### config.mk
export PLATFORM = sky130hd
export DESIGN_NAME = regfile_wb_arbiter_flat
export DESIGN_NICKNAME = d
export VERILOG_FILES = /design/src/rtl/regfile_wb_arbiter_if.sv /design/src/rtl/regfile_wb_arbiter.sv /design/src/flat_wrapper.sv
export SDC_FILE = /design/constraint.sdc
export NUM_CORES = 1
export LEC_CHECK = 0
export BUFFER_PORTS_ARGS = -buffer_cell sky130_fd_sc_hd__buf_4
export CAP_MARGIN = 20
export CORE_ASPECT_RATIO = 1.1
export CORE_MARGIN = 5
export CORE_UTILIZATION = 30
export DETAILED_ROUTE_END_ITERATION = 16
export PLACE_DENSITY = 0.47
export SYNTH_ARGS = -nofsm -noshare
export SYNTH_HDL_FRONTEND = slang
export SYNTH_SLANG_ARGS = --single-unit
### constraint.sdc
create_clock -name clk -period 7.3 [get_ports clk]
set_input_delay 1.095 -clock clk [delete_from_list [all_inputs] [get_ports clk]]
set_output_delay 1.095 -clock clk [all_outputs]
set_load 0.1 [all_outputs]
### src/rtl/regfile_wb_arbiter_if.sv
// Purpose: bundles the issue, ALU writeback, LSU writeback and register-file write
//          signals of the writeback arbiter into one bus.
// Ports:   issue_* (decode side), alu_* (execute side), lsu_* (load/store unit side),
//          rf_* (register file write port). The slave modport is the arbiter; the master is its environment.
interface regfile_wb_arbiter_if #(
  parameter int XLEN = 32
);
  logic            issue_valid;
  logic [4:0]      issue_rs1;
  logic [4:0]      issue_rs2;
  logic [4:0]      issue_rd;
  logic            issue_load;
  logic            issue_stall;

  logic            alu_valid;
  logic [4:0]      alu_rd;
  logic [XLEN-1:0] alu_data;
  logic            alu_stall;

  logic            lsu_valid;
  logic            lsu_ready;
  logic [4:0]      lsu_rd;
  logic [XLEN-1:0] lsu_data;

  logic            rf_en;
  logic [4:0]      rf_rd;
  logic [XLEN-1:0] rf_data;

  modport slave (
    input  issue_valid, issue_rs1, issue_rs2, issue_rd, issue_load,
    output issue_stall,
    input  alu_valid, alu_rd, alu_data,
    output alu_stall,
    input  lsu_valid, lsu_rd, lsu_data,
    output lsu_ready,
    output rf_en, rf_rd, rf_data
  );

  modport master (
    output issue_valid, issue_rs1, issue_rs2, issue_rd, issue_load,
    input  issue_stall,
    output alu_valid, alu_rd, alu_data,
    input  alu_stall,
    output lsu_valid, lsu_rd, lsu_data,
    input  lsu_ready,
    input  rf_en, rf_rd, rf_data
  );
endinterface

### src/rtl/regfile_wb_arbiter.sv
// Purpose: shares the register-file write port between ALU and LSU writeback, with an LSU
//          skid FIFO, ALU priority plus starvation guard, and a load scoreboard for issue.
// Latency: the winning write appears on rf_* one cycle after the grant.
// Backpressure: alu_stall when a forced FIFO drain preempts the ALU. lsu_ready drops when the
//          FIFO is full. issue_stall on a RAW/WAW hit against an outstanding load.
// Ports:   clk, rst (sync, active-high). bus is the slave modport of regfile_wb_arbiter_if.
module regfile_wb_arbiter #(
  parameter int XLEN         = 32,
  parameter int FIFO_DEPTH   = 2,
  parameter int STARVE_LIMIT = 4
) (
  input  logic                clk,
  input  logic                rst,
  regfile_wb_arbiter_if.slave bus
);

  localparam int PW = (FIFO_DEPTH > 1) ? $clog2(FIFO_DEPTH) : 1;
  localparam int CW = $clog2(FIFO_DEPTH + 1);
  localparam int SW = $clog2(STARVE_LIMIT + 1);

  typedef enum logic [1:0] {WIN_NONE, WIN_ALU, WIN_FIFO, WIN_LSU} win_e;

  logic [4:0]      fifo_rd_q   [FIFO_DEPTH];
  logic [XLEN-1:0] fifo_data_q [FIFO_DEPTH];
  logic [PW-1:0]   head_q, head_d, tail_q, tail_d;
  logic [CW-1:0]   count_q, count_d;
  logic [SW-1:0]   starve_q, starve_d;
  logic [31:0]     pending_q, pending_d;
  logic            rf_en_q, rf_en_d;
  logic [4:0]      rf_rd_q, rf_rd_d;
  logic [XLEN-1:0] rf_data_q, rf_data_d;

  win_e            win;
  logic            fifo_ne, force_fifo, lsu_rdy, lsu_xfer, push, pop, issue_hit;
  logic [4:0]      win_rd;
  logic [XLEN-1:0] win_data;

  function automatic logic [PW-1:0] ptr_inc(input logic [PW-1:0] p);
    return (p == PW'(FIFO_DEPTH - 1)) ? '0 : p + PW'(1);
  endfunction

  always_comb begin
    fifo_ne    = (count_q != '0);
    force_fifo = (starve_q == SW'(STARVE_LIMIT)) && fifo_ne;
    // Readiness looks only at the registered count, so it never depends on this cycle's pop.
    lsu_rdy    = (count_q < CW'(FIFO_DEPTH));
    lsu_xfer   = bus.lsu_valid && lsu_rdy;

    if (force_fifo)         win = WIN_FIFO;
    else if (bus.alu_valid) win = WIN_ALU;
    else if (fifo_ne)       win = WIN_FIFO;
    else if (lsu_xfer)      win = WIN_LSU;   // empty FIFO: load data bypasses storage
    else                    win = WIN_NONE;

    win_rd   = '0;
    win_data = '0;
    case (win)
      WIN_ALU:  begin win_rd = bus.alu_rd;        win_data = bus.alu_data;        end
      WIN_FIFO: begin win_rd = fifo_rd_q[head_q]; win_data = fifo_data_q[head_q]; end
      WIN_LSU:  begin win_rd = bus.lsu_rd;        win_data = bus.lsu_data;        end
      default:  ;
    endcase

    push   = lsu_xfer && (win != WIN_LSU);
    pop    = (win == WIN_FIFO);
    head_d = pop  ? ptr_inc(head_q) : head_q;
    tail_d = push ? ptr_inc(tail_q) : tail_q;
    count_d = count_q;
    if (push && !pop) count_d = count_q + CW'(1);
    if (pop && !push) count_d = count_q - CW'(1);

    // A FIFO win (forced or not) or an empty FIFO restarts the starvation window.
    starve_d = starve_q;
    if (pop || !fifo_ne)     starve_d = '0;
    else if (win == WIN_ALU) starve_d = starve_q + SW'(1);

    issue_hit = pending_q[bus.issue_rs1] | pending_q[bus.issue_rs2] | pending_q[bus.issue_rd];

    // Clear first, then set, so a same-edge set of the same rd wins.
    pending_d = pending_q;
    if (win == WIN_FIFO || win == WIN_LSU) pending_d[win_rd] = 1'b0;
    if (bus.issue_valid && !issue_hit && bus.issue_load) pending_d[bus.issue_rd] = 1'b1;
    pending_d[0] = 1'b0;

    rf_en_d   = (win != WIN_NONE) && (win_rd != '0);
    rf_rd_d   = rf_rd_q;
    rf_data_d = rf_data_q;
    if (win != WIN_NONE) begin
      rf_rd_d   = win_rd;
      rf_data_d = win_data;
    end
  end

  always_ff @(posedge clk) begin
    if (rst) begin
      head_q    <= '0;
      tail_q    <= '0;
      count_q   <= '0;
      starve_q  <= '0;
      pending_q <= '0;
      rf_en_q   <= 1'b0;
      rf_rd_q   <= '0;
      rf_data_q <= '0;
    end else begin
      head_q    <= head_d;
      tail_q    <= tail_d;
      count_q   <= count_d;
      starve_q  <= starve_d;
      pending_q <= pending_d;
      rf_en_q   <= rf_en_d;
      rf_rd_q   <= rf_rd_d;
      rf_data_q <= rf_data_d;
    end
  end

  // Storage needs no reset: occupancy is tracked by count_q alone.
  always_ff @(posedge clk) begin
    if (push) begin
      fifo_rd_q[tail_q]   <= bus.lsu_rd;
      fifo_data_q[tail_q] <= bus.lsu_data;
    end
  end

  assign bus.issue_stall = bus.issue_valid && issue_hit;
  assign bus.alu_stall   = bus.alu_valid && force_fifo;
  assign bus.lsu_ready   = lsu_rdy;
  assign bus.rf_en       = rf_en_q;
  assign bus.rf_rd       = rf_rd_q;
  assign bus.rf_data     = rf_data_q;

endmodule

### src/flat_wrapper.sv
// flat-port wrapper written by rule: the top's interface ports become plain ports
module regfile_wb_arbiter_flat 
#(
  parameter int XLEN         = 32,
  parameter int FIFO_DEPTH   = 2,
  parameter int STARVE_LIMIT = 4
)
  (clk, rst, bus_issue_valid, bus_issue_rs1, bus_issue_rs2, bus_issue_rd, bus_issue_load, bus_issue_stall, bus_alu_valid, bus_alu_rd, bus_alu_data, bus_alu_stall, bus_lsu_valid, bus_lsu_rd, bus_lsu_data, bus_lsu_ready, bus_rf_en, bus_rf_rd, bus_rf_data);
  regfile_wb_arbiter_if #(.XLEN(XLEN)) bus_i ();
  input  logic clk;
  input  logic rst;
  input wire logic [$bits(bus_i.issue_valid)-1:0] bus_issue_valid;
  input wire logic [$bits(bus_i.issue_rs1)-1:0] bus_issue_rs1;
  input wire logic [$bits(bus_i.issue_rs2)-1:0] bus_issue_rs2;
  input wire logic [$bits(bus_i.issue_rd)-1:0] bus_issue_rd;
  input wire logic [$bits(bus_i.issue_load)-1:0] bus_issue_load;
  output wire logic [$bits(bus_i.issue_stall)-1:0] bus_issue_stall;
  input wire logic [$bits(bus_i.alu_valid)-1:0] bus_alu_valid;
  input wire logic [$bits(bus_i.alu_rd)-1:0] bus_alu_rd;
  input wire logic [$bits(bus_i.alu_data)-1:0] bus_alu_data;
  output wire logic [$bits(bus_i.alu_stall)-1:0] bus_alu_stall;
  input wire logic [$bits(bus_i.lsu_valid)-1:0] bus_lsu_valid;
  input wire logic [$bits(bus_i.lsu_rd)-1:0] bus_lsu_rd;
  input wire logic [$bits(bus_i.lsu_data)-1:0] bus_lsu_data;
  output wire logic [$bits(bus_i.lsu_ready)-1:0] bus_lsu_ready;
  output wire logic [$bits(bus_i.rf_en)-1:0] bus_rf_en;
  output wire logic [$bits(bus_i.rf_rd)-1:0] bus_rf_rd;
  output wire logic [$bits(bus_i.rf_data)-1:0] bus_rf_data;
  assign bus_i.issue_valid = bus_issue_valid;
  assign bus_i.issue_rs1 = bus_issue_rs1;
  assign bus_i.issue_rs2 = bus_issue_rs2;
  assign bus_i.issue_rd = bus_issue_rd;
  assign bus_i.issue_load = bus_issue_load;
  assign bus_issue_stall = bus_i.issue_stall;
  assign bus_i.alu_valid = bus_alu_valid;
  assign bus_i.alu_rd = bus_alu_rd;
  assign bus_i.alu_data = bus_alu_data;
  assign bus_alu_stall = bus_i.alu_stall;
  assign bus_i.lsu_valid = bus_lsu_valid;
  assign bus_i.lsu_rd = bus_lsu_rd;
  assign bus_i.lsu_data = bus_lsu_data;
  assign bus_lsu_ready = bus_i.lsu_ready;
  assign bus_rf_en = bus_i.rf_en;
  assign bus_rf_rd = bus_i.rf_rd;
  assign bus_rf_data = bus_i.rf_data;
  regfile_wb_arbiter #(.XLEN(XLEN), .FIFO_DEPTH(FIFO_DEPTH), .STARVE_LIMIT(STARVE_LIMIT)) u_core (.clk(clk), .rst(rst), .bus(bus_i));
endmodule
# After elaboration in Yosys (flattened, before gate mapping)
# Memory sizes are Yosys's and may differ from the RTL's. A register that Yosys moved wholly into a read port is not among the register bits.
# Cells that the tools add are included.
[totals]
register_bits = 77
latchBits = 0
ramBits = 74
romBits = 0
output_inout_bits = 41
memories = 2
[op_classes]
add_sub_neg = 5
n_mul = 0
n_div = 0
n_lt_le_gt_ge = 7
eq_ne = 5
n_shift = 0
muxes = 28
bitwise_logic = 5
reduce_logical = 23
[memory_table]
columns = ["memory", "depth", "word_bits", "read_ports", "rd_ports_with_merged_regs", "wr", "line_no", "text"]
rows = [
  ["u_core.fifo_data_q", 2, 32, 1, 1, 1, "regfile_wb_arbiter.sv:24", "logic [XLEN-1:0] fifo_data_q [FIFO_DEPTH];"],
  ["u_core.fifo_rd_q", 2, 5, 1, 1, 1, "regfile_wb_arbiter.sv:23", "logic [4:0] fifo_rd_q [FIFO_DEPTH];"],
]
[op_table]
columns = ["op", "n"]
rows = [
  ["32-bit one-hot mux with 3 select lines", 1],
  ["32-bit 2-to-1 mux", 2],
  ["32-bit AND", 1],
  ["32-bit inverter", 1],
  ["32-bit OR", 1],
  ["5-bit by 6-bit < comparator with 1-bit output, second input constant", 4],
  ["1-bit binary-select mux with 5-bit select", 3],
  ["5-bit one-hot mux with 3 select lines", 1],
  ["1-bit 2-to-1 mux", 13],
  ["1-bit logical AND", 12],
  ["2-bit 2-to-1 mux", 6],
  ["1-bit demux with 5-bit select", 2],
  ["5-bit by 1-bit greater-or-equal comparator with 1-bit output, second input constant", 2],
  ["2-bit nonzero test", 3],
  ["5-bit nonzero test", 1],
  ["2-bit == test, second input constant", 2],
  ["1-bit logical NOT", 4],
  ["3-bit by 1-bit adder with 3-bit output, second input constant", 1],
  ["3-bit == test, second input constant", 1],
  ["1-bit adder, second input constant", 2],
  ["2-bit by 1-bit adder with 2-bit output, second input constant", 1],
  ["2-bit by 1-bit == test with 1-bit output, second input constant", 1],
  ["1-bit logical OR", 2],
  ["2-bit < comparator, second input constant", 1],
  ["4 further kinds", 5],
]

# Longest topological paths before layout
# Gate-level depths: netlist (run 1).
[depth]
word_depth = 17
ltp_mapped = 10
depth_no_buf = 8

# Least setup slack after synthesis (run 1)
# Ideal clock, no wire load.
[synth_timing]
kind = "input to output"
start = "input bus_issue_rs1[2]"
end = "output bus_issue_stall"
t_arrival_ns = 3.270
path_slack_ns = 2.935
cell_stages = 8
path_cell_list = "buf_1 -> mux4_2 -> o2111ai_1 -> nand4_1 -> or4_1 -> buf_2 -> buf_2 -> o21a_1"
[synth_between]
elab_chain_cells = 5
[synth_rtl]
columns = ["item", "line_no", "text"]
rows = [
  ["from (decl)", "flat_wrapper.sv:13", "input wire logic [$bits(bus_i.issue_rs1)-1:0] bus_issue_rs1;"],
  ["1-bit binary-select mux with 5-bit select", "regfile_wb_arbiter.sv:77", "issue_hit = pending_q[bus.issue_rs1] | pending_q[bus.issue_rs2] | pending_q[bus.issue_rd];"],
  ["1-bit 2-to-1 mux (implied by the code)", "regfile_wb_arbiter.sv:77", ""],
  ["1-bit OR (2 in a row)", "regfile_wb_arbiter.sv:77", ""],
  ["1-bit logical AND", "regfile_wb_arbiter.sv:124", "assign bus.issue_stall = bus.issue_valid && issue_hit;"],
  ["to (decl)", "flat_wrapper.sv:17", "output wire logic [$bits(bus_i.issue_stall)-1:0] bus_issue_stall;"],
]
# Every way passes these cells. The select of a mux whose other input is x is not followed.

# Worst setup path after layout (run 1)
[layout_timing]
start = "input bus_issue_rs2[1]"
end = "output bus_issue_stall"
[layout_between]
elab_chain_cells = 5
[layout_rtl]
columns = ["item", "line_no", "text"]
rows = [
  ["from (decl)", "flat_wrapper.sv:14", "input wire logic [$bits(bus_i.issue_rs2)-1:0] bus_issue_rs2;"],
  ["1-bit binary-select mux with 5-bit select", "regfile_wb_arbiter.sv:77", ""],
  ["1-bit 2-to-1 mux (implied by the code)", "regfile_wb_arbiter.sv:77", ""],
  ["1-bit OR (2 in a row)", "regfile_wb_arbiter.sv:77", ""],
  ["1-bit logical AND", "regfile_wb_arbiter.sv:124", ""],
]
# Every way passes these cells. The select of a mux whose other input is x is not followed.

==> run_summary.xml, run 1 <==
<?xml version="1.0" encoding="UTF-8"?>
<metrics>
  <group name="final_layout">
    <metric name="area_growth" unit="%">26.56</metric>
    <metric name="post_route_cells_drive_above_1_share" unit="%">32.08</metric>
    <metric name="count_of_antenna_diodes_in_the_layout" unit="">0</metric>
    <metric name="finalNetCount" unit="">830</metric>
    <metric name="design_area" unit="um^2">8902</metric>
  </group>
  <group name="setup_path">
    <metric name="start_kind" unit="">input pin</metric>
    <metric name="critPathRequiredTime" unit="ps">6200</metric>
    <metric name="worst-endpoint-arrival" unit="ps">3430</metric>
    <metric name="r2r_end" unit="">u_core.pending_q[15]$_SDFF_PP0_</metric>
    <metric name="r2r_slack" unit="ps">4560</metric>
    <metric name="timing.setup.critical_path_class" unit="">in2out</metric>
    <metric name="worst_r2r_path_depth" unit="">8</metric>
    <metric name="worst_setup_path_end_kind" unit="">output pin</metric>
    <metric name="crit_path_max_fanout" unit="">32</metric>
    <metric name="regToRegStartpoint" unit="">u_core.starve_q[0]$_SDFFE_PP0N_</metric>
  </group>
  <group name="cts">
    <metric name="cts.sinks" unit="">151</metric>
    <metric name="ctsRootBufferMaster" unit="">clkbuf_16</metric>
    <metric name="cts_max_path_buffers" unit="">2</metric>
    <metric name="postCtsHoldBufs" unit="">0</metric>
    <metric name="cts.repair.resized" unit="">0</metric>
    <metric name="clk_latency" unit="ps">430</metric>
    <metric name="cts_tree" unit="">built</metric>
    <metric name="tritoncts_buffer_count" unit="">17</metric>
    <metric name="htree_levels" unit="">4</metric>
    <metric name="cts.reportedPaths.clkPinSlew" unit="ps">70</metric>
    <metric name="cts_setup_buffers" unit="">0</metric>
  </group>
  <group name="sta">
    <metric name="final-hold-violation-count" unit="">0</metric>
    <metric name="setup_repair_after_global_routing_missed_its_margin" unit="">no</metric>
    <metric name="finalWorstPathRequiredPeriod" unit="ps">4521</metric>
    <metric name="slew_headroom" unit="%">34.58</metric>
    <metric name="final-setup-viol-count" unit="">0</metric>
    <metric name="finalClockSkew" unit="ps">12.67</metric>
    <metric name="final_min_period_over_clock_period" unit="%">61.93</metric>
    <metric name="worst_pin_slew" unit="ps">981.2</metric>
    <metric name="clock.fmax" unit="MHz">221.2</metric>
    <metric name="timing.setup.tns" unit="ps">0</metric>
    <metric name="drv_slew" unit="">0</metric>
    <metric name="timing.hold.ws" unit="ps">485.2</metric>
  </group>
  <group name="yosys">
    <metric name="synth-seq-cells" unit="">151</metric>
    <metric name="synthCells" unit="">617</metric>
    <metric name="sequential_area_share_after_synthesis" unit="%">53.50</metric>
    <metric name="synthDistinctLibCells" unit="">56</metric>
    <metric name="largest_area_contributor_in_the_netlist" unit="">edfxtp_1</metric>
    <metric name="yosysWarnings" unit="">0</metric>
    <metric name="synthArstFlopShare" unit="%">0</metric>
    <metric name="netlist_top_cells_area" unit="">edfxtp_1 (32%), dfxtp_1 (22%), mux2_2 (6.1%), a222oi_1 (4.6%), mux4_2 (3.8%)</metric>
    <metric name="synth_enable_flop_cells" unit="">74</metric>
    <metric name="synth_ff_type" unit="">dfxtp_1</metric>
    <metric name="syn-cell-area" unit="um^2">7034</metric>
    <metric name="synth_top_cell_area_share" unit="%">31.59</metric>
    <metric name="avgSynthCellArea" unit="um^2">11.40</metric>
    <metric name="postSynthNetCount" unit="">715</metric>
  </group>
  <group name="global_routing">
    <metric name="number_of_antenna_violations_at_the_first_check_in_global_routing" unit="">0</metric>
    <metric name="grt_max_degree" unit="">78</metric>
    <metric name="groute.usage.overall" unit="%">16.04</metric>
    <metric name="grt-ovfl-total" unit="">0</metric>
    <metric name="grt_first_pass_wirelength" unit="um">32940</metric>
    <metric name="grt_pass1_vias" unit="">5731</metric>
  </group>
  <group name="floorplan">
    <metric name="die_height" unit="um">170.6</metric>
    <metric name="floorplan.die.width" unit="um">156</metric>
    <metric name="placeableCoreArea" unit="um^2">23000</metric>
    <metric name="floorplan.die_area" unit="um^2">26610</metric>
    <metric name="floorplan.rows" unit="">58</metric>
    <metric name="ioPinCount" unit="">136</metric>
    <metric name="floorplan.initialDensity" unit="%">30.58</metric>
  </group>
  <group name="pwr">
    <metric name="max-vdd-ir-drop" unit="mV">0.2006</metric>
    <metric name="p_seq_share" unit="%">37.9</metric>
    <metric name="power.combinational.fraction" unit="%">32.1</metric>
    <metric name="cellLeakagePower" unit="nW">3.273</metric>
    <metric name="pwr_density_cell" unit="nW/um^2">322.5</metric>
    <metric name="p_int" unit="mW">1.779</metric>
    <metric name="switchingPower" unit="mW">1.092</metric>
    <metric name="sw_frac_of_total" unit="%">38.03</metric>
    <metric name="power.clock.fraction" unit="%">30.0</metric>
  </group>
  <group name="placement">
    <metric name="dp.final_hpwl" unit="um">15260</metric>
    <metric name="placement.cell_area" unit="um^2">8287</metric>
    <metric name="numPortBuffers" unit="">135</metric>
    <metric name="place_congestion" unit="">0.8486</metric>
  </group>
  <group name="min_path">
    <metric name="hold-path-cell-count" unit="">2</metric>
    <metric name="min_from" unit="">u_core.bus.rf_rd[4]$_SDFFE_PP0P_</metric>
    <metric name="timing.hold.worst_endpoint" unit="">u_core.bus.rf_rd[4]$_SDFFE_PP0P_</metric>
    <metric name="hold_path.class" unit="">reg2reg</metric>
  </group>
  <group name="detailed_routing">
    <metric name="routed_via_density" unit="">5.414</metric>
    <metric name="drt.antenna.violating_nets" unit="">0</metric>
    <metric name="route.vias.total" unit="">5658</metric>
    <metric name="initialDrtViolationCount" unit="">447</metric>
    <metric name="routed_wire_length" unit="um">21370</metric>
    <metric name="first_pass_iters" unit="">7</metric>
    <metric name="drc" unit="">0</metric>
    <metric name="post_drt_wl_per_cell" unit="um">20.45</metric>
  </group>
  <group name="job">
    <metric name="cap_viol_max_count" unit="">0</metric>
  </group>
  <group name="outcome">
    <metric name="result_of_the_run" unit="">completed</metric>
  </group>
</metrics>
==> layout by cell type (no fill, tap or decap), types with 9 or more instances in the layout <==
cell type	Yosys	routed
a21oi_1	41	41
inv_1	10	10
a222oi_1	32	32
nand3_1	15	15
nand2_1	47	47
nor2_1	18	16
nor3_1	9	9
o21ai_0	36	36
mux2_2	38	38
buf_4	4	143
edfxtp_1	74	74
mux2i_1	14	14
dfxtp_1	77	76
clkbuf_16	0	17
mux4_2	12	12
nor2b_1	40	40
o41ai_1	27	27
==> sequential cells by signal, summed over array words and instances, names as in the netlist, named ones only <==
register	flops
u_core.bus.rf_data	32
u_core.tail_q	1
u_core.head_q	1
u_core.fifo_data_q	64
u_core.pending_q	31
u_core.starve_q	3
u_core.bus.rf_en	1
u_core.fifo_rd_q	10
u_core.bus.rf_rd	5
u_core.count_q	2
==> how the worst max path moves through the flow <==
stage	start	end	slack (ps)	depth (start not counted)
after floorplan	bus_issue_rs1[2]	bus_issue_stall	2930	8
after global routing	bus_issue_rs2[1]	bus_issue_stall	2710	8
after CTS	bus_issue_rd[1]	bus_issue_stall	2560	7
after global placement	bus_issue_rd[1]	bus_issue_stall	2620	7
after detailed placement	bus_issue_rd[1]	bus_issue_stall	2560	7
final	bus_issue_rs2[1]	bus_issue_stall	2780	8
==> cell type report <==
cell class	instances	area (um^2)
Timing Repair Buffer	144	1101
Clock inverter	14	148.9
Inverter	10	37.54
Fill cell	2247	14100
Sequential cell	151	3765
Multi-Input combinational cell	408	3035
Tap cell	300	375.4
Clock buffer	18	439.2
==> critical path: stages <==
cell,delay [ps]
buf_4,200
mux4_2,520
o221ai_1,250
nand4_1,110
or4_1,540
buf_4,270
o21a_1,210
buf_4,230
==> cells in the mapped netlist, types with 3 or more instances <==
library cell and number:
a21oi_1 41, a221o_1 3, a221oi_1 3, a222oi_1 32, a22oi_1 3, and3_1 5
buf_1 3, buf_2 10, buf_4 4, clkbuf_1 30, dfxtp_1 77, edfxtp_1 74
ha_1 3, inv_1 10, mux2_2 38, mux2i_1 14, mux4_2 12, nand2_1 47
nand2b_1 5, nand3_1 15, nand4_1 5, nor2_1 18, nor2b_1 40, nor3_1 9
o21ai_0 36, o31ai_1 5, o41ai_1 27, or2_2 5, or3_1 3, xnor2_1 3
==> cells by family (layout without fill, tap and decap cells) <==
group           after synthesis  after routing  share of synthesized area [%]
buf+inv                      58            186                          3.593
flops                       151            151                          53.50
xor+xnor                      5              5                         0.6227
compound gates              172            172                          17.57
mux                          66             66                          12.29
simple gates                162            162                          11.88
fa+ha+maj                     3              3                         0.5337
==> per-layer routing <==
metal	up-vias	share of wire (%)	wire length, um	track usage (%)
li1	2651	-	-	-
met1	2761	42	8939	19.96
met2	205	48	10190	25.65
met3	41	7.7	1640	5.135
met4	0	2.8	598	6.890
met5	-	0	0	0
==> through the flow <==
| stage | util, % | setup WS (ps) | total power [mW] | cells |
|---|---|---|---|---|
| after floorplan | - | 2935 | 1.773 | 617 |
| after global placement | 36.02 | 2618 | 2.024 | 1012 |
| after detailed placement | 36.02 | 2561 | 2.037 | 1012 |
| after CTS | 38.58 | 2561 | 2.907 | 1044 |
| after global routing | 38.70 | 2714 | 3.004 | 1045 |
| final | 38.70 | 2779 | 2.871 | 1045 |
==> power groups by stage <==
stage,combinational (mW),clock [mW],sequential [mW]
floorplan,0.404,0,1.37
global placement,0.922,0,1.10
detailed placement,0.931,0,1.11
CTS,0.932,0.887,1.09
global route,0.983,0.923,1.10
finish,0.923,0.862,1.09
Power figures use the tool's default switching activity.
==> run 2: changes to the inputs <==
--- a/config.mk
+++ b/config.mk
@@ -11,7 +11,7 @@
 export CORE_MARGIN = 5
 export CORE_UTILIZATION = 30
 export DETAILED_ROUTE_END_ITERATION = 16
-export PLACE_DENSITY = 0.47
+export PLACE_DENSITY = 0.48
 export SYNTH_ARGS = -nofsm -noshare
 export SYNTH_HDL_FRONTEND = slang
 export SYNTH_SLANG_ARGS = --single-unit
==> constraint.sdc (replaced) <==
create_clock -name clk -period 4.1 [get_ports clk]
set_input_delay 0.615 -clock clk [delete_from_list [all_inputs] [get_ports clk]]
set_output_delay 0.615 -clock clk [all_outputs]
set_load 0.1 [all_outputs]
==> run 2 against run 1 <==
Against the previous run: clock-buffer cell count unchanged; register-to-register slack worse by 3300 ps; critical path type unchanged; largest power group unchanged; global-route usage down 0.12 points.
==> run_summary.xml, run 2 (synthesis results as in run 1) <==
<?xml version="1.0" encoding="UTF-8"?>
<metrics>
  <group name="outcome">
    <metric name="result_of_the_run" unit="">completed</metric>
  </group>
  <group name="cts">
    <metric name="htree_levels" unit="">4</metric>
    <metric name="cts.reportedPaths.clkPinSlew" unit="ps">60</metric>
    <metric name="cts.repair.resized" unit="">0</metric>
    <metric name="tritoncts_buffer_count" unit="">17</metric>
    <metric name="cts_setup_buffers" unit="">0</metric>
    <metric name="clk_latency" unit="ps">420</metric>
    <metric name="ctsRootBufferMaster" unit="">clkbuf_16</metric>
    <metric name="cts_tree" unit="">built</metric>
    <metric name="cts.sinks" unit="">151</metric>
    <metric name="postCtsHoldBufs" unit="">0</metric>
    <metric name="cts_max_path_buffers" unit="">2</metric>
  </group>
  <group name="sta">
    <metric name="setup_repair_after_global_routing_missed_its_margin" unit="">no</metric>
    <metric name="timing.hold.ws" unit="ps">387.1</metric>
    <metric name="worst_pin_slew" unit="ps">974.9</metric>
    <metric name="final_min_period_over_clock_period" unit="%">79.96</metric>
    <metric name="slew_headroom" unit="%">35.01</metric>
    <metric name="final-hold-violation-count" unit="">0</metric>
    <metric name="setup_slack" unit="ps">821.6</metric>
    <metric name="final-setup-viol-count" unit="">0</metric>
    <metric name="drv_slew" unit="">0</metric>
    <metric name="clock.fmax" unit="MHz">305.0</metric>
    <metric name="finalClockSkew" unit="ps">12.11</metric>
    <metric name="finalWorstPathRequiredPeriod" unit="ps">3278</metric>
    <metric name="timing.setup.tns" unit="ps">0</metric>
  </group>
  <group name="global_routing">
    <metric name="number_of_antenna_violations_at_the_first_check_in_global_routing" unit="">2</metric>
    <metric name="grt_first_pass_wirelength" unit="um">33100</metric>
    <metric name="groute.usage.overall" unit="%">15.91</metric>
    <metric name="grt-ovfl-total" unit="">0</metric>
    <metric name="grt_pass1_vias" unit="">5762</metric>
    <metric name="grt_max_degree" unit="">78</metric>
  </group>
  <group name="setup_path">
    <metric name="worst-endpoint-arrival" unit="ps">2660</metric>
    <metric name="worst_r2r_path_depth" unit="">6</metric>
    <metric name="start_kind" unit="">input pin</metric>
    <metric name="timing.setup.critical_path_class" unit="">in2out</metric>
    <metric name="critPathRequiredTime" unit="ps">3480</metric>
    <metric name="r2r_slack" unit="ps">1240</metric>
    <metric name="worst_setup_path_end_kind" unit="">output pin</metric>
    <metric name="r2r_end" unit="">u_core.pending_q[14]$_SDFF_PP0_</metric>
    <metric name="crit_path_max_fanout" unit="">12</metric>
    <metric name="regToRegStartpoint" unit="">u_core.count_q[0]$_SDFFE_PP0P_</metric>
  </group>
  <group name="final_layout">
    <metric name="commonest_cells_after_routing_fill_and_taps_aside" unit="">buf_4 (144), dfxtp_1 (76), edfxtp_1 (74)</metric>
    <metric name="area_growth" unit="%">26.13</metric>
    <metric name="count_of_antenna_diodes_in_the_layout" unit="">0</metric>
    <metric name="finalNetCount" unit="">830</metric>
    <metric name="post_route_cells_drive_above_1_share" unit="%">32.08</metric>
    <metric name="top_register" unit="">u_core.fifo_data_q</metric>
    <metric name="final_common_cell" unit="">buf_4</metric>
    <metric name="flip_flop_count_of_the_largest_register_after_layout" unit="">64</metric>
  </group>
  <group name="pwr">
    <metric name="max-vdd-ir-drop" unit="mV">0.3149</metric>
    <metric name="p_total" unit="mW">5.107</metric>
    <metric name="cellLeakagePower" unit="nW">3.256</metric>
    <metric name="pwr_density_cell" unit="nW/um^2">575.7</metric>
  </group>
  <group name="min_path">
    <metric name="timing.hold.worst_endpoint" unit="">u_core.fifo_data_q[0][17]$_DFFE_PP_</metric>
    <metric name="min_from" unit="">bus_lsu_data[17]</metric>
    <metric name="hold_path.class" unit="">in2reg</metric>
    <metric name="hold-path-cell-count" unit="">1</metric>
  </group>
  <group name="placement">
    <metric name="placement.setup.worst_slack" unit="ps">813.2</metric>
    <metric name="place_congestion" unit="">0.8393</metric>
    <metric name="dp.final_hpwl" unit="um">15100</metric>
    <metric name="numPortBuffers" unit="">135</metric>
  </group>
  <group name="detailed_routing">
    <metric name="route.vias.total" unit="">5602</metric>
    <metric name="routed_wire_length" unit="um">21180</metric>
    <metric name="initialDrtViolationCount" unit="">489</metric>
    <metric name="routed_via_density" unit="">5.361</metric>
    <metric name="post_drt_wl_per_cell" unit="um">20.27</metric>
    <metric name="drt.antenna.violating_nets" unit="">0</metric>
    <metric name="drc" unit="">0</metric>
    <metric name="first_pass_iters" unit="">5</metric>
  </group>
  <group name="floorplan">
    <metric name="floorplan.die_area" unit="um^2">26610</metric>
    <metric name="floorplan.die.width" unit="um">156</metric>
    <metric name="floorplan.initialDensity" unit="%">30.58</metric>
    <metric name="die_height" unit="um">170.6</metric>
    <metric name="ioPinCount" unit="">136</metric>
    <metric name="placeableCoreArea" unit="um^2">23000</metric>
    <metric name="floorplan.rows" unit="">58</metric>
  </group>
  <group name="job">
    <metric name="cap_viol_max_count" unit="">0</metric>
  </group>
</metrics>
run 2: cell types whose count changed in the layout (fill, tap and decap cells not counted), sizes merged:
cell,before,now
bufinv,0,1
inv,20,17
clkinvlp,1,3
run 2: layout make-up:
| cell class | count | area [um^2] |
|---|---|---|
| clock inverters | 14 | 138.9 |
| clock buffers | 18 | 439.2 |
| flip-flops and latches | 151 | 3765 |
| fillers | 2262 | 14130 |
| repair buffers | 144 | 1081 |
| well taps | 300 | 375.4 |
| multi-input cells | 408 | 3035 |
| inverters | 10 | 37.54 |
run 2: per-stage QoR:
stage                     std cells  area [um^2]  utilization [%]
final                          1045         8872            38.57
after global routing           1045         8872            38.57
after CTS                      1045         8872            38.57
after detailed placement       1013         8294            36.05
after global placement         1013         8294            36.05
after floorplan                 617         7034                -
run 2: metal layers:
layer	vias to the layer above	global-route usage (%)	part of all wire, %
li1	2657	-	-
met1	2715	19.80	41
met2	198	26.31	49
met3	28	5.059	8.0
met4	4	5.139	1.6
met5	-	0	0.16
run 2: critical path, stage by stage:
cell and delay, ps:
buf_4 200, mux4_2 520, o2111ai_1 200, nand4_1 100
or4_1 580, o21a_1 210, buf_4 230
run 2: worst max-delay path by stage:
stage / startpoint / endpoint / slack [ps] / cells after the start
6_report: bus_issue_rs1[1] / bus_issue_stall / 820 / 7
5_1_grt: bus_issue_rs1[1] / bus_issue_stall / 730 / 7
4_1_cts: bus_issue_rs1[1] / bus_issue_stall / 810 / 7
3_5_place_dp: bus_issue_rs1[1] / bus_issue_stall / 810 / 7
3_3_place_gp: bus_issue_rs1[1] / bus_issue_stall / 800 / 7
2_1_floorplan: bus_issue_rs1[2] / bus_issue_stall / 690 / 8
run 2: power by group:
group	switching, mW	internal [mW]
clock	0.658	0.868
combinational	1.12	0.498
sequential	0.120	1.84
==> run 3: changes to the inputs <==
==> constraint.sdc (replaced) <==
create_clock -name clk -period 2.93 [get_ports clk]
set_input_delay 0.4395 -clock clk [delete_from_list [all_inputs] [get_ports clk]]
set_output_delay 0.4395 -clock clk [all_outputs]
set_load 0.1 [all_outputs]
==> run 3 against run 2 <==
Against the previous run: the run now ends with setup timing left; sequential share of layout area down 0.78 points; largest power group unchanged; critical endpoint unchanged; total power up 40%; die area unchanged.
==> run_summary.xml, run 3 (synthesis results as in run 1) <==
<?xml version="1.0" encoding="UTF-8"?>
<metrics>
  <group name="setup_path">
    <metric name="critPathRequiredTime" unit="ps">2490</metric>
    <metric name="worst_r2r_path_depth" unit="">6</metric>
    <metric name="worst_setup_path_end_kind" unit="">output pin</metric>
    <metric name="crit_path_max_fanout" unit="">4</metric>
    <metric name="start_kind" unit="">flop</metric>
    <metric name="timing.setup.critical_path_class" unit="">reg2out</metric>
    <metric name="worst-endpoint-arrival" unit="ps">2540</metric>
  </group>
  <group name="floorplan">
    <metric name="die_height" unit="um">170.6</metric>
    <metric name="floorplan.die_area" unit="um^2">26610</metric>
    <metric name="floorplan.die.width" unit="um">156</metric>
    <metric name="ioPinCount" unit="">136</metric>
    <metric name="floorplan.initialDensity" unit="%">30.58</metric>
    <metric name="placeableCoreArea" unit="um^2">23000</metric>
    <metric name="floorplan.rows" unit="">58</metric>
  </group>
  <group name="cts">
    <metric name="cts.sinks" unit="">151</metric>
    <metric name="cts_setup_buffers" unit="">0</metric>
    <metric name="tritoncts_buffer_count" unit="">17</metric>
    <metric name="cts_tree" unit="">built</metric>
    <metric name="cts_max_path_buffers" unit="">2</metric>
    <metric name="ctsRootBufferMaster" unit="">clkbuf_16</metric>
    <metric name="htree_levels" unit="">4</metric>
    <metric name="cts.reportedPaths.clkPinSlew" unit="ps">70</metric>
    <metric name="clk_latency" unit="ps">420</metric>
  </group>
  <group name="final_layout">
    <metric name="post_route_cells_drive_above_1_share" unit="%">34.34</metric>
    <metric name="flip_flop_count_of_the_largest_register_after_layout" unit="">64</metric>
    <metric name="commonest_cells_after_routing_fill_and_taps_aside" unit="">buf_4 (161), dfxtp_1 (74), edfxtp_1 (74)</metric>
    <metric name="finalNetCount" unit="">848</metric>
    <metric name="nFillCells" unit="">2258</metric>
    <metric name="top_register" unit="">u_core.fifo_data_q</metric>
    <metric name="non_filler_instance_count_after_layout" unit="">1063</metric>
    <metric name="count_of_antenna_diodes_in_the_layout" unit="">0</metric>
    <metric name="final_core_utilization" unit="%">39.32</metric>
    <metric name="final_common_cell" unit="">buf_4</metric>
    <metric name="area_growth" unit="%">28.58</metric>
  </group>
  <group name="min_path">
    <metric name="hold_path.class" unit="">in2reg</metric>
    <metric name="hold-path-cell-count" unit="">1</metric>
  </group>
  <group name="sta">
    <metric name="final-hold-violation-count" unit="">0</metric>
    <metric name="final-setup-viol-count" unit="">1</metric>
    <metric name="clock.fmax" unit="MHz">335.9</metric>
    <metric name="finalWorstPathRequiredPeriod" unit="ps">2977</metric>
    <metric name="final_min_period_over_clock_period" unit="%">101.6</metric>
    <metric name="drv_slew" unit="">0</metric>
    <metric name="setup_slack" unit="ps">-46.92</metric>
    <metric name="timing.hold.ws" unit="ps">215.8</metric>
    <metric name="finalClockSkew" unit="ps">9.458</metric>
    <metric name="slew_headroom" unit="%">36.04</metric>
    <metric name="timing.setup.tns" unit="ps">-46.92</metric>
    <metric name="worst_pin_slew" unit="ps">959.4</metric>
    <metric name="setup_repair_after_global_routing_missed_its_margin" unit="">yes</metric>
  </group>
  <group name="placement">
    <metric name="dp.final_hpwl" unit="um">15690</metric>
    <metric name="place_congestion" unit="">0.8643</metric>
    <metric name="numPlacedInstances" unit="">1031</metric>
    <metric name="numPortBuffers" unit="">135</metric>
  </group>
  <group name="global_routing">
    <metric name="number_of_antenna_violations_at_the_first_check_in_global_routing" unit="">2</metric>
    <metric name="grt_first_pass_wirelength" unit="um">33750</metric>
    <metric name="grt_pass1_vias" unit="">5996</metric>
    <metric name="grt-ovfl-total" unit="">0</metric>
    <metric name="groute.usage.overall" unit="%">16.34</metric>
    <metric name="grt_max_degree" unit="">64</metric>
  </group>
  <group name="detailed_routing">
    <metric name="initialDrtViolationCount" unit="">493</metric>
    <metric name="drc" unit="">0</metric>
    <metric name="post_drt_wl_per_cell" unit="um">20.50</metric>
    <metric name="routed_wire_length" unit="um">21800</metric>
    <metric name="route.vias.total" unit="">5720</metric>
    <metric name="first_pass_iters" unit="">5</metric>
    <metric name="drt.antenna.violating_nets" unit="">0</metric>
    <metric name="routed_via_density" unit="">5.381</metric>
  </group>
  <group name="outcome">
    <metric name="violations" unit="">setup timing</metric>
    <metric name="result_of_the_run" unit="">finished with violations</metric>
  </group>
  <group name="pwr">
    <metric name="switchingPower" unit="mW">2.629</metric>
    <metric name="pwr_density_cell" unit="nW/um^2">791.0</metric>
    <metric name="sw_frac_of_total" unit="%">36.75</metric>
    <metric name="p_int" unit="mW">4.525</metric>
    <metric name="power.combinational.fraction" unit="%">32.2</metric>
    <metric name="p_total" unit="mW">7.155</metric>
    <metric name="cellLeakagePower" unit="nW">3.356</metric>
    <metric name="p_seq_share" unit="%">38.3</metric>
    <metric name="power.clock.fraction" unit="%">29.5</metric>
    <metric name="max-vdd-ir-drop" unit="mV">0.4943</metric>
  </group>
  <group name="job">
    <metric name="cap_viol_max_count" unit="">0</metric>
  </group>
</metrics>
==> run 3: cell types whose count changed in the layout (fill, tap and decap cells not counted), moves of 2 or more <==
cell,before,now
buf_4,144,161
clkinvlp_4,3,1
dfxtp_1,76,74
dfxtp_2,1,3
==> run 3: layout make-up <==
cell class | instances | area (um^2) | area share [%]
well taps | 300 | 375.4 | 4.150
clock buffers | 20 | 456.7 | 5.049
repair buffers | 162 | 1229 | 13.58
clock inverters | 12 | 115.1 | 1.273
multi-input cells | 408 | 3064 | 33.88
flip-flops and latches | 151 | 3767 | 41.65
inverters | 10 | 37.54 | 0.4150
==> run 3: what timing repair did <==
item,CTS,global route
gates resized for setup,9,0
hold buffers,0,0
endpoints found under the setup margin,1,1
pin swaps,1,0
==> run 3: worst paths after layout <==
path / from / end / slack (ps)
min: bus_lsu_data[25] / u_core.fifo_data_q[1][25]$_DFFE_PP_ / 220
min reg2reg: u_core.bus.rf_rd[0]$_SDFFE_PP0P_ / u_core.bus.rf_rd[0]$_SDFFE_PP0P_ / 500
max reg2reg: u_core.count_q[0]$_SDFFE_PP0P_ / u_core.pending_q[4]$_SDFF_PP0_ / 270
max: u_core.pending_q[31]$_SDFF_PP0_ / bus_issue_stall / -50
==> run 3: stage by stage <==
stage | area, um^2 | setup WS (ps)
after floorplan | 7043 | 10.15
after global placement | 8436 | 4.567
after detailed placement | 8436 | -21.74
after CTS | 9045 | -65.52
after global routing | 9045 | -128.6
final | 9045 | -46.92
==> run 3: layer usage <==
metal	wire, um	GRT usage, %
met2	10460	27.32
met4	515	5.634
met1	9065	19.54
met3	1731	5.818
met5	27	0
==> run 3: worst max-delay path, cell delays in order, from the launching register on <==
cell	delay (ps)
dfxtp_1	350
mux4_2	500
o221ai_2	190
nand4_1	120
or4_4	570
o21a_4	230
buf_12	160
==> run 3: power groups by stage <==
stage / Clock, mW / Sequential, mW / Combinational (mW)
3_3_place_gp: 0 / 2.78 / 2.30
6_report: 2.11 / 2.74 / 2.31
2_1_floorplan: 0 / 3.41 / 1.01
3_5_place_dp: 0 / 2.79 / 2.32
5_1_grt: 2.25 / 2.77 / 2.46
4_1_cts: 2.15 / 2.74 / 2.33
